`config.mk`:
```
export PLATFORM = sky130hd
export DESIGN_NAME = apb_traffic_sequencer
export DESIGN_NICKNAME = d
export VERILOG_FILES = /design/src/rtl/apb_traffic_sequencer.sv
export SDC_FILE = /design/constraint.sdc
export NUM_CORES = 1
export LEC_CHECK = 0
export CAP_MARGIN = 20
export CORE_UTILIZATION = 45
export DETAILED_ROUTE_END_ITERATION = 12
export HOLD_SLACK_MARGIN = 0.15
export PLACE_DENSITY_LB_ADDON = 0.3
export SLEW_MARGIN = 20
export SYNTH_ARGS = -nofsm -noshare
export SYNTH_HDL_FRONTEND = slang
export SYNTH_SLANG_ARGS = --single-unit
```
`constraint.sdc`:
```
create_clock -name pclk -period 3.9 [get_ports pclk]
set_clock_uncertainty 0.1 [all_clocks]
set_input_delay 0.39 -clock pclk [delete_from_list [all_inputs] [get_ports pclk]]
set_output_delay 0.39 -clock pclk [all_outputs]
set_load 0.1 [all_outputs]
```
`src/rtl/apb_traffic_sequencer.sv`:
```
// Traffic-light sequencer: RED -> GREEN -> YELLOW cycling with per-phase timers,
// a prescaled tick, a blink mode for red or yellow, and a phase-entry pulse.
module apb_traffic_sequencer #(
  parameter int PRESCALE    = 4,
  parameter int BLINK_TICKS = 8
) (
  input  logic        pclk,
  input  logic        presetn,
  input  logic [3:0]  ctl_i,
  input  logic [31:0] timer_0_i,
  input  logic [31:0] timer_1_i,
  output logic [1:0]  state_o,
  output logic        red_o,
  output logic        yellow_o,
  output logic        green_o,
  output logic        phase_irq_o
);

  localparam int PW = (PRESCALE > 1) ? $clog2(PRESCALE) : 1;
  localparam int BW = (BLINK_TICKS > 1) ? $clog2(BLINK_TICKS) : 1;
  localparam logic [PW-1:0] PRE_MAX   = PW'(PRESCALE - 1);
  localparam logic [BW-1:0] BLINK_MAX = BW'(BLINK_TICKS - 1);

  // Encodings of the cycling states double as their state_o codes.
  typedef enum logic [2:0] {
    S_OFF    = 3'd0,
    S_RED    = 3'd1,
    S_GREEN  = 3'd2,
    S_YELLOW = 3'd3,
    S_BLINK  = 3'd4
  } state_t;

  state_t          state;
  logic [PW-1:0]   pre_cnt;
  logic [11:0]     phase_cnt;
  logic [BW-1:0]   blink_cnt;
  logic            blink_sel_red;

  logic            mod_en;
  logic            blink_red;
  logic            blink_any;
  logic [31:0]     timer_sel;
  logic            tick;
  logic [PW-1:0]   pre_next;
  logic            enter_phase;
  state_t          target;
  logic [11:0]     load_val;

  assign mod_en    = ctl_i[0];
  assign blink_red = ctl_i[2];
  assign blink_any = ctl_i[2] | ctl_i[1];
  assign timer_sel = ctl_i[3] ? timer_1_i : timer_0_i;
  assign tick      = (pre_cnt == PRE_MAX);
  assign pre_next  = tick ? '0 : pre_cnt + 1'b1;

  // Decide whether this edge starts a new normal phase and what it loads.
  always_comb begin
    enter_phase = 1'b0;
    target      = S_RED;
    load_val    = 12'd0;
    if (mod_en && !blink_any) begin
      case (state)
        S_OFF, S_BLINK: begin
          enter_phase = 1'b1;
          target      = S_RED;
        end
        S_RED: begin
          enter_phase = tick && (phase_cnt == 12'd0);
          target      = S_GREEN;
        end
        S_GREEN: begin
          enter_phase = tick && (phase_cnt == 12'd0);
          target      = S_YELLOW;
        end
        S_YELLOW: begin
          enter_phase = tick && (phase_cnt == 12'd0);
          target      = S_RED;
        end
        default: begin
          enter_phase = 1'b1;
          target      = S_RED;
        end
      endcase
    end
    case (target)
      S_RED:    load_val = timer_sel[19:8];
      S_GREEN:  load_val = timer_sel[31:20];
      S_YELLOW: load_val = {4'd0, timer_sel[7:0]};
      default:  load_val = 12'd0;
    endcase
  end

  always_ff @(posedge pclk or negedge presetn) begin
    if (!presetn) begin
      state         <= S_OFF;
      pre_cnt       <= '0;
      phase_cnt     <= 12'd0;
      blink_cnt     <= '0;
      blink_sel_red <= 1'b0;
      state_o       <= 2'b00;
      red_o         <= 1'b0;
      yellow_o      <= 1'b0;
      green_o       <= 1'b0;
      phase_irq_o   <= 1'b0;
    end else if (!mod_en) begin
      state         <= S_OFF;
      pre_cnt       <= '0;
      phase_cnt     <= 12'd0;
      blink_cnt     <= '0;
      blink_sel_red <= 1'b0;
      state_o       <= 2'b00;
      red_o         <= 1'b0;
      yellow_o      <= 1'b0;
      green_o       <= 1'b0;
      phase_irq_o   <= 1'b0;
    end else if (blink_any) begin
      state_o     <= 2'b00;
      green_o     <= 1'b0;
      phase_irq_o <= 1'b0;
      phase_cnt   <= 12'd0;
      // A fresh blink, or a switch of blinking lamp, restarts with the lamp on.
      if (state != S_BLINK || blink_sel_red != blink_red) begin
        state         <= S_BLINK;
        blink_sel_red <= blink_red;
        pre_cnt       <= '0;
        blink_cnt     <= '0;
        red_o         <= blink_red;
        yellow_o      <= ~blink_red;
      end else begin
        pre_cnt <= pre_next;
        if (tick) begin
          if (blink_cnt == BLINK_MAX) begin
            blink_cnt <= '0;
            if (blink_sel_red) red_o <= ~red_o;
            else               yellow_o <= ~yellow_o;
          end else begin
            blink_cnt <= blink_cnt + 1'b1;
          end
        end
      end
    end else if (enter_phase) begin
      state       <= target;
      phase_cnt   <= load_val;
      pre_cnt     <= '0;
      blink_cnt   <= '0;
      phase_irq_o <= 1'b1;
      state_o     <= target[1:0];
      red_o       <= (target == S_RED);
      green_o     <= (target == S_GREEN);
      yellow_o    <= (target == S_YELLOW);
    end else begin
      phase_irq_o <= 1'b0;
      pre_cnt     <= pre_next;
      if (tick) phase_cnt <= phase_cnt - 12'd1;
    end
  end

endmodule

```
# Yosys cells after proc, flatten, opt, wreduce, memory -nomap -nowiden
# Cells that the tools add are included.
# word_totals
ff_bits	27
word_cells	98
output_inout_bits	6
input_bits	70
# classes
n_addsub	3
eq_ne	19
n_mux	51
bitwise	4
reduce_logical	11
# op_table
operator	n
$mux 12	4
$pmux 12 s3	1
$mux 32	1
$mux 3	10
$mux 1	25
$mux 2	9
$eq 3x2->1 const B	4
$logic_not 12->1	1
$sub 12x1->12 const B	1
$ne 4x2->1 const B	2
$ne 4x3->1 const B	2
$reduce_and 4->1	2
$eq 3x1->1 const B	2
$reduce_and 2->1	3
$ne 2x1->1 const B	2
$ne 4x1->1 const B	1
$pmux 2 s2	1
$add 3x1->3 const B	1
$eq 3x3->1 const B	1
$ne 3x1->1 const B	1
$ne 3x2->1 const B	1
$ne 3x3->1 const B	1
$not 1->1	3
$reduce_or 3->1	1
other kinds (7)	8

# Longest topological paths before layout
# Gate-level depths: netlist (run 1).
# logic_depth
depth_word	9
mapped_depth	9
ltp_nobuf	8

# Least setup slack after synthesis (run 1)
# Ideal clock, no wire load.
# synth_path
path_kind	input-to-reg
start	in ctl_i[1]
end	reg phase_cnt[2]
n_path_buf	3
t_required_ns	3.674
stages	8
setup_ns	0.126
path_slack_ns	1.596
arrival_ns	2.078
path_cell_list	buf_6 -> or4b_2 -> clkbuf_1 -> buf_2 -> a2111oi_0 -> a21oi_1 -> a21oi_1 -> o22ai_1
# synth_between
elab_chain_len	9
elab_cells_between_ends	13
cone_classes	eq/ne: 4; mux: 6; bitwise: 1; reduce/logical: 2
# synth_rtl
element	line_no	text
from (decl)	9	input logic [3:0] ctl_i,
$or 1x1->1 (*)	51	assign blink_any = ctl_i[2] | ctl_i[1];
$logic_not 1->1	61	if (mod_en && !blink_any) begin
$logic_and 1x1->1	61	
$mux 2	61	
$eq 3x2->1 or $eq 3x1->1 (tied branches)	85	case (target)
$pmux 12 s3	85	
$mux 12	141	end else if (enter_phase) begin
$mux 12	116	end else if (blink_any) begin
$mux 12	105	end else if (!mod_en) begin
to (signal assigned)	143	phase_cnt <= load_val;
to (signal assigned)	154	if (tick) phase_cnt <= phase_cnt - 12'd1;
to (decl)	35	logic [11:0] phase_cnt;
# Every way passes the cells marked *; elsewhere a longest branch is shown, timed or not.
# A chain may end at the register's enable or synchronous reset.

# Final worst setup path (run 1)
# layout_path
start	in ctl_i[2]
end	reg phase_cnt[1]
# Same word-level chain as after synthesis.

==> impl_metrics.py, run 1 <==
metrics = {
    "run_status": {
        "outcome": "finished, final reports clean",
    },
    "placement": {
        "place.detailed.hpwl_um": 4870,
        "io_buffers": 75,
        "place_ws_ns": 0.837,
        "gp_congestion": 0.894,
    },
    "synth": {
        "syn_inst": 256,
        "synth_fp_nets": 331,
        "syn-cell-area_um2": 2190,
        "yosys-top-cells-area": "dfrtp_1 (31%), mux2i_1 (11%), o21ai_0 (4.1%)",
        "synth_top_area_frac": 0.308,
        "ys_seq_elements": 27,
        "yosys_warnings": 0,
        "synthTopCellsByCount": "dfrtp_1 (27), mux2i_1 (25), nand2_1 (21), o21ai_0 (18), a21oi_1 (16)",
        "synth_most_common_cell": "dfrtp_1",
        "seq_area_frac_synth": 0.308,
        "synth_ff_type": "dfrtp_1",
        "synth_cell_type_count": 46,
        "synthArstFlopShare": 1.00,
        "syn-mean-instance-area_um2": 8.57,
        "synth_largest_area_cell": "dfrtp_1",
        "synth_edf_count": 0,
    },
    "finish": {
        "area_growth_pct": 36.9,
        "fin_nets": 398,
        "antenna_cells": 0,
        "drive_gt1_frac": 0.0559,
        "fin_util": 0.640,
        "fill_cells": 409,
    },
    "detailed_routing": {
        "routed_wl_um": 6410,
        "drc": 0,
        "vias": 2312,
        "avgRoutedWirePerCell_um": 17.1,
        "drt-initial-drc-count": 235,
        "ant_nets": 0,
        "firstDrtPassIters": 5,
        "avgViaCountPerCell": 6.15,
    },
    "sta": {
        "fmax_mhz": 356,
        "period_needed_ns": 2.81,
        "grt_setup_unrepaired": "no",
        "setup_viol": 0,
        "tightest_slew_ns": 0.984,
        "tns_ns": 0,
        "max-slew-margin-rel": 0.342,
        "hold_viol": 0,
        "setup_ws_ns": 1.09,
        "drv_slew": 0,
        "fin_crit_sh": 0.720,
    },
    "cts": {
        "htree_num_levels": 1,
        "cts_tree": "yes",
        "postCtsResizedCells": 0,
        "root_buffer": "clkbuf_8",
        "numCtsBuffers": 3,
        "cts_hold_buf": 0,
        "clkTransAtPathRegs_ns": 0.09,
        "clk_latency_ns": 0.27,
        "clockBufferDepth": 2,
        "clkSinkCount": 27,
        "post_cts_buffers": 0,
    },
    "grt": {
        "grt_usage": 0.259,
        "grt_pass1_wl_um": 10500,
        "grt_pass1_vias": 2236,
        "antenna_found_initial": 0,
        "grt_max_degree": 32,
        "grt_overflow_total": 0,
    },
    "floorplanning": {
        "io_pins": 76,
        "core.rowCount": 25,
        "die_w_um": 71.8,
        "dieHeight_um": 71.8,
        "die_area_um2": 5160,
        "core_um2": 4690,
        "initial_core_util": 0.467,
    },
    "power": {
        "p_per_area_nw_per_um2": 285,
        "power_frac_seq": 0.404,
        "cellLeakagePower_uw": 0.00121,
        "ir_drop_mv": 0.212,
        "p_sw_uw": 311,
        "switching_share": 0.364,
        "p_int_uw": 544,
        "p_clk_frac": 0.186,
        "p_total_uw": 855,
        "p_comb_frac": 0.409,
    },
    "setup_path": {
        "reg2regPathDepth": 4,
        "r2r-end": "phase_cnt[1]",
        "reg2reg_slack_ns": 1.22,
        "cp.arrival_ns": 2.87,
        "worst_setup_path_start_kind": "primary input",
        "critPathKind": "primary input to register",
        "cp.required_ns": 3.97,
        "r2r-start": "state[0]",
        "endpoint_kind": "register",
        "crit_fanout": 16,
    },
    "hold_path": {
        "hold_end": "pre_cnt[0]",
        "holdCritPathClass": "register to register",
        "hold_depth": 1,
        "min-delay-start": "pre_cnt[0]",
    },
    "job": {
        "maxCapViolCount": 0,
    },
}
[worst max-delay path: stages]
cell	delay [ns]
clkdlybuf4s50_1	0.61
or4b_2	0.94
o311ai_0	0.49
a221oi_1	0.16
a221o_1	0.29
[worst max path at each step]
stage | from | endpoint | slack, ns | depth (start not counted)
6_report | ctl_i[2] | phase_cnt[1] | 1.09 | 5
3_3_place_gp | ctl_i[2] | phase_cnt[6] | 0.93 | 5
2_1_floorplan | ctl_i[1] | phase_cnt[2] | 1.60 | 8
3_5_place_dp | ctl_i[2] | red_o | 0.84 | 6
5_1_grt | state[0] | phase_cnt[3] | 0.97 | 5
4_1_cts | ctl_i[2] | red_o | 1.15 | 6
[cells by family (layout without fill, tap and decap cells)]
family	after synthesis	count (layout)	synth area share
AOI/OAI and AO/OA	86	86	0.272
and+or+nand+nor	81	81	0.198
adders and majority gates	5	5	0.0285
muxes	29	29	0.135
DFF	27	27	0.308
buffers and inverters	27	93	0.0553
xor gates and xnor gates	1	1	0.00399
[flip-flops by register name, indices dropped and copies added, names as in the netlist]
name           flops
state              3
pre_cnt            2
phase_cnt         12
state_o            2
blink_sel_red      1
red_o              1
yellow_o           1
phase_irq_o        1
blink_cnt          3
green_o            1
[metrics by stage]
step / hold WS [ns] / cell area (µm²) / cells
after floorplan: -0.00559 / 2190 / 256
after global placement: 0.327 / 2960 / 372
after detailed placement: 0.360 / 2960 / 372
after CTS: 0.372 / 3000 / 376
after global routing: 0.397 / 3000 / 376
final: 0.368 / 3000 / 376
[power groups by stage]
stage	Clock [µW]	Sequential, µW	Combinational, µW
finish	159	346	350
global route	177	351	385
CTS	165	344	350
floorplan	0	358	208
detailed placement	0	348	345
global placement	0	348	339
[per-layer routing]
layer	up-vias	GRT usage	wire length, µm
met5	-	0	0
met4	0	0.0850	116
li1	1122	-	-
met1	1089	0.311	2610
met3	15	0.0492	384
met2	86	0.464	3310
[final cells by class]
cell class                      count  area (µm²)  area share
Multi-Input combinational cell    202        1400       0.465
Timing Repair Buffer               80         783       0.261
Sequential cell                    27         676       0.225
Tap cell                           54        67.6      0.0225
Clock buffer                        4        45.0      0.0150
Inverter                            9        33.8      0.0113
[placed cells by master (no fill, tap or decap), types with 6 or more instances in the layout]
| cell | instances |
|---|---|
| o22ai_1 | 8 |
| nor2_1 | 15 |
| nor3_1 | 8 |
| nand2_1 | 21 |
| a2111oi_0 | 8 |
| o311ai_0 | 6 |
| a21oi_1 | 16 |
| o21ai_0 | 18 |
| nand3_1 | 6 |
| nor2b_1 | 11 |
| clkdlybuf4s50_1 | 74 |
| inv_1 | 8 |
| dfrtp_1 | 27 |
| mux2i_1 | 25 |
Power figures use the tool's default switching activity.
==> run 2: changes to the inputs <==
--- a/config.mk
+++ b/config.mk
@@ -6,7 +6,7 @@
 export NUM_CORES = 1
 export LEC_CHECK = 0
 export CAP_MARGIN = 20
-export CORE_UTILIZATION = 45
+export CORE_UTILIZATION = 41
 export DETAILED_ROUTE_END_ITERATION = 12
 export HOLD_SLACK_MARGIN = 0.15
 export PLACE_DENSITY_LB_ADDON = 0.3
==> constraint.sdc (replaced) <==
create_clock -name pclk -period 2.51 [get_ports pclk]
set_clock_uncertainty 0.1 [all_clocks]
set_input_delay 0.251 -clock pclk [delete_from_list [all_inputs] [get_ports pclk]]
set_output_delay 0.251 -clock pclk [all_outputs]
set_load 0.1 [all_outputs]
==> run 2 against run 1 <==
Design area increased by 6.6%. Combinational power grew 73%. Die area up 9.5%. Critical path type is now register to register. Setup slack worse by 0.93 ns. Register-to-register slack got worse by 1.1 ns. Non-clock buffer count increased by 24. Power is 61% higher. Clock power grew 60%. Utilization is 1.7 points lower. Routed wire length is 1.9% higher.
==> impl_metrics.py, run 2 (synthesis results as in run 1) <==
metrics = {
    "run_status": {
        "outcome": "finished, final reports clean",
    },
    "cts": {
        "post_cts_buffers": 0,
        "clkSinkCount": 27,
        "clk_latency_ns": 0.28,
        "clockBufferDepth": 2,
        "cts_tree": "yes",
        "numCtsBuffers": 3,
        "htree_num_levels": 1,
        "clkTransAtPathRegs_ns": 0.10,
        "postCtsResizedCells": 0,
        "root_buffer": "clkbuf_8",
        "cts_hold_buf": 0,
    },
    "sta": {
        "max-slew-margin-rel": 0.662,
        "setup_viol": 0,
        "drv_slew": 0,
        "fin_crit_sh": 0.937,
        "grt_setup_unrepaired": "no",
        "fmax_mhz": 425,
        "period_needed_ns": 2.35,
        "tightest_slew_ns": 0.505,
        "setup_ws_ns": 0.158,
        "hold_viol": 0,
    },
    "finish": {
        "reg_top3": "phase_cnt x12, blink_cnt x3, state x3",
        "antenna_cells": 0,
        "fin_area_um2": 3200,
        "area_growth_pct": 45.9,
        "multiInputGateArea_um2": 1400,
        "largest_reg_flops": 12,
        "fill_cells": 504,
        "regMostFlops": "phase_cnt",
        "fin_nets": 422,
        "finalNonFillerCells": 416,
        "final_common_cell": "clkdlybuf4s50_1",
        "final_cell_mix": "clkdlybuf4s50_1 (68), buf_4 (34), dfrtp_1 (27)",
        "seq_area_um2": 676,
        "drive_gt1_frac": 0.142,
    },
    "grt": {
        "grt_usage": 0.247,
        "grt_overflow_total": 0,
        "grt_pass1_wl_um": 10600,
        "grt_pass1_vias": 2306,
        "grt_max_degree": 28,
        "antenna_found_initial": 0,
    },
    "floorplanning": {
        "io_pins": 76,
        "core_um2": 5140,
        "die_w_um": 75.1,
        "initial_core_util": 0.427,
        "core.rowCount": 26,
        "die_area_um2": 5650,
        "dieHeight_um": 75.1,
    },
    "detailed_routing": {
        "drc": 0,
        "ant_nets": 0,
        "firstDrtPassIters": 5,
        "avgViaCountPerCell": 5.73,
        "vias": 2384,
        "drt-initial-drc-count": 167,
        "routed_wl_um": 6540,
        "avgRoutedWirePerCell_um": 15.7,
    },
    "placement": {
        "place_ws_ns": -0.0357,
        "place.detailed.hpwl_um": 5190,
        "gp_congestion": 0.874,
        "io_buffers": 75,
        "placed_cells": 411,
        "dpl_cell_area_um2": 3150,
    },
    "setup_path": {
        "critPathKind": "register to register",
        "cp.arrival_ns": 2.42,
        "crit_fanout": 4,
        "endpoint_kind": "register",
        "worst_setup_path_start_kind": "register",
        "cp.required_ns": 2.58,
    },
    "power": {
        "p_int_uw": 879,
        "p_per_area_nw_per_um2": 431,
        "p_clk_frac": 0.184,
        "cellLeakagePower_uw": 0.00135,
        "p_sw_uw": 499,
        "p_comb_frac": 0.438,
        "switching_share": 0.362,
        "ir_drop_mv": 0.336,
        "power_frac_seq": 0.378,
    },
    "hold_path": {
        "holdCritPathClass": "primary input to asynchronous set/reset pin",
    },
    "job": {
        "maxCapViolCount": 0,
    },
}
-- run 2: changes by cell type in the layout (fill, tap and decap cells not counted), sizes merged --
cell	previous run	this run
clkdlybuf4s50	74	68
clkbuf	4	3
buf	6	36
clkinv	0	1
-- run 2: path summary, 6_finish.rpt --
kind                            cells past startpoint    startpoint  slack [ns]      endpoint
max in group asynchronous                           2       presetn        1.75  phase_cnt[1]
worst max-delay path                                6  phase_cnt[5]        0.16      yellow_o
worst max register to register                      6  phase_cnt[5]        0.16      yellow_o
worst min-delay path                                2       presetn        0.27  phase_cnt[3]
min in group pclk                                   1    pre_cnt[0]        0.36    pre_cnt[0]
worst min register to register                      1    pre_cnt[0]        0.36    pre_cnt[0]
-- run 2: power by group through the flow --
stage,sequential (µW),clock (µW),combinational (µW)
6_report,521,254,604
5_1_grt,526,275,672
4_1_cts,518,261,600
3_5_place_dp,526,0,598
3_3_place_gp,525,0,587
2_1_floorplan,556,0,323
-- run 2: per-stage QoR --
step	total power (µW)	util	TNS (ns)	hold WS, ns
detailed placement	1120	0.612	-0.0476	0.349
floorplan	880	-	0	-0.145
CTS	1380	0.621	0	0.285
finish	1380	0.623	0	0.272
global route	1470	0.623	0	0.319
global placement	1110	0.612	0	0.329
-- run 2: layer usage --
| layer | share of wire | track usage |
|---|---|---|
| met2 | 0.51 | 0.447 |
| met5 | 0 | 0 |
| met3 | 0.040 | 0.0402 |
| met1 | 0.44 | 0.309 |
| met4 | 0.0069 | 0.0514 |
-- run 2: layout make-up --
type	instances	share of cell area
multi-input cells	202	0.436
repair buffers	104	0.300
flip-flops and latches	27	0.211
well taps	70	0.0274
clock buffers	3	0.0129
inverters	9	0.0106
clock inverters	1	0.00156
-- run 2: critical path: stages (launching register included) --
cell	delay, ns
dfrtp_1	0.42
or4_1	0.58
nor4_4	0.34
buf_4	0.19
nor2_1	0.05
a21oi_1	0.20
mux2_2	0.35
==> run 3: changes to the inputs <==
--- a/config.mk
+++ b/config.mk
@@ -5,7 +5,6 @@
 export SDC_FILE = /design/constraint.sdc
 export NUM_CORES = 1
 export LEC_CHECK = 0
-export CAP_MARGIN = 20
 export CORE_UTILIZATION = 41
 export DETAILED_ROUTE_END_ITERATION = 12
 export HOLD_SLACK_MARGIN = 0.15
==> results of run 3 <==
The final DEF is identical to that of run 2; final timing and power are the same.
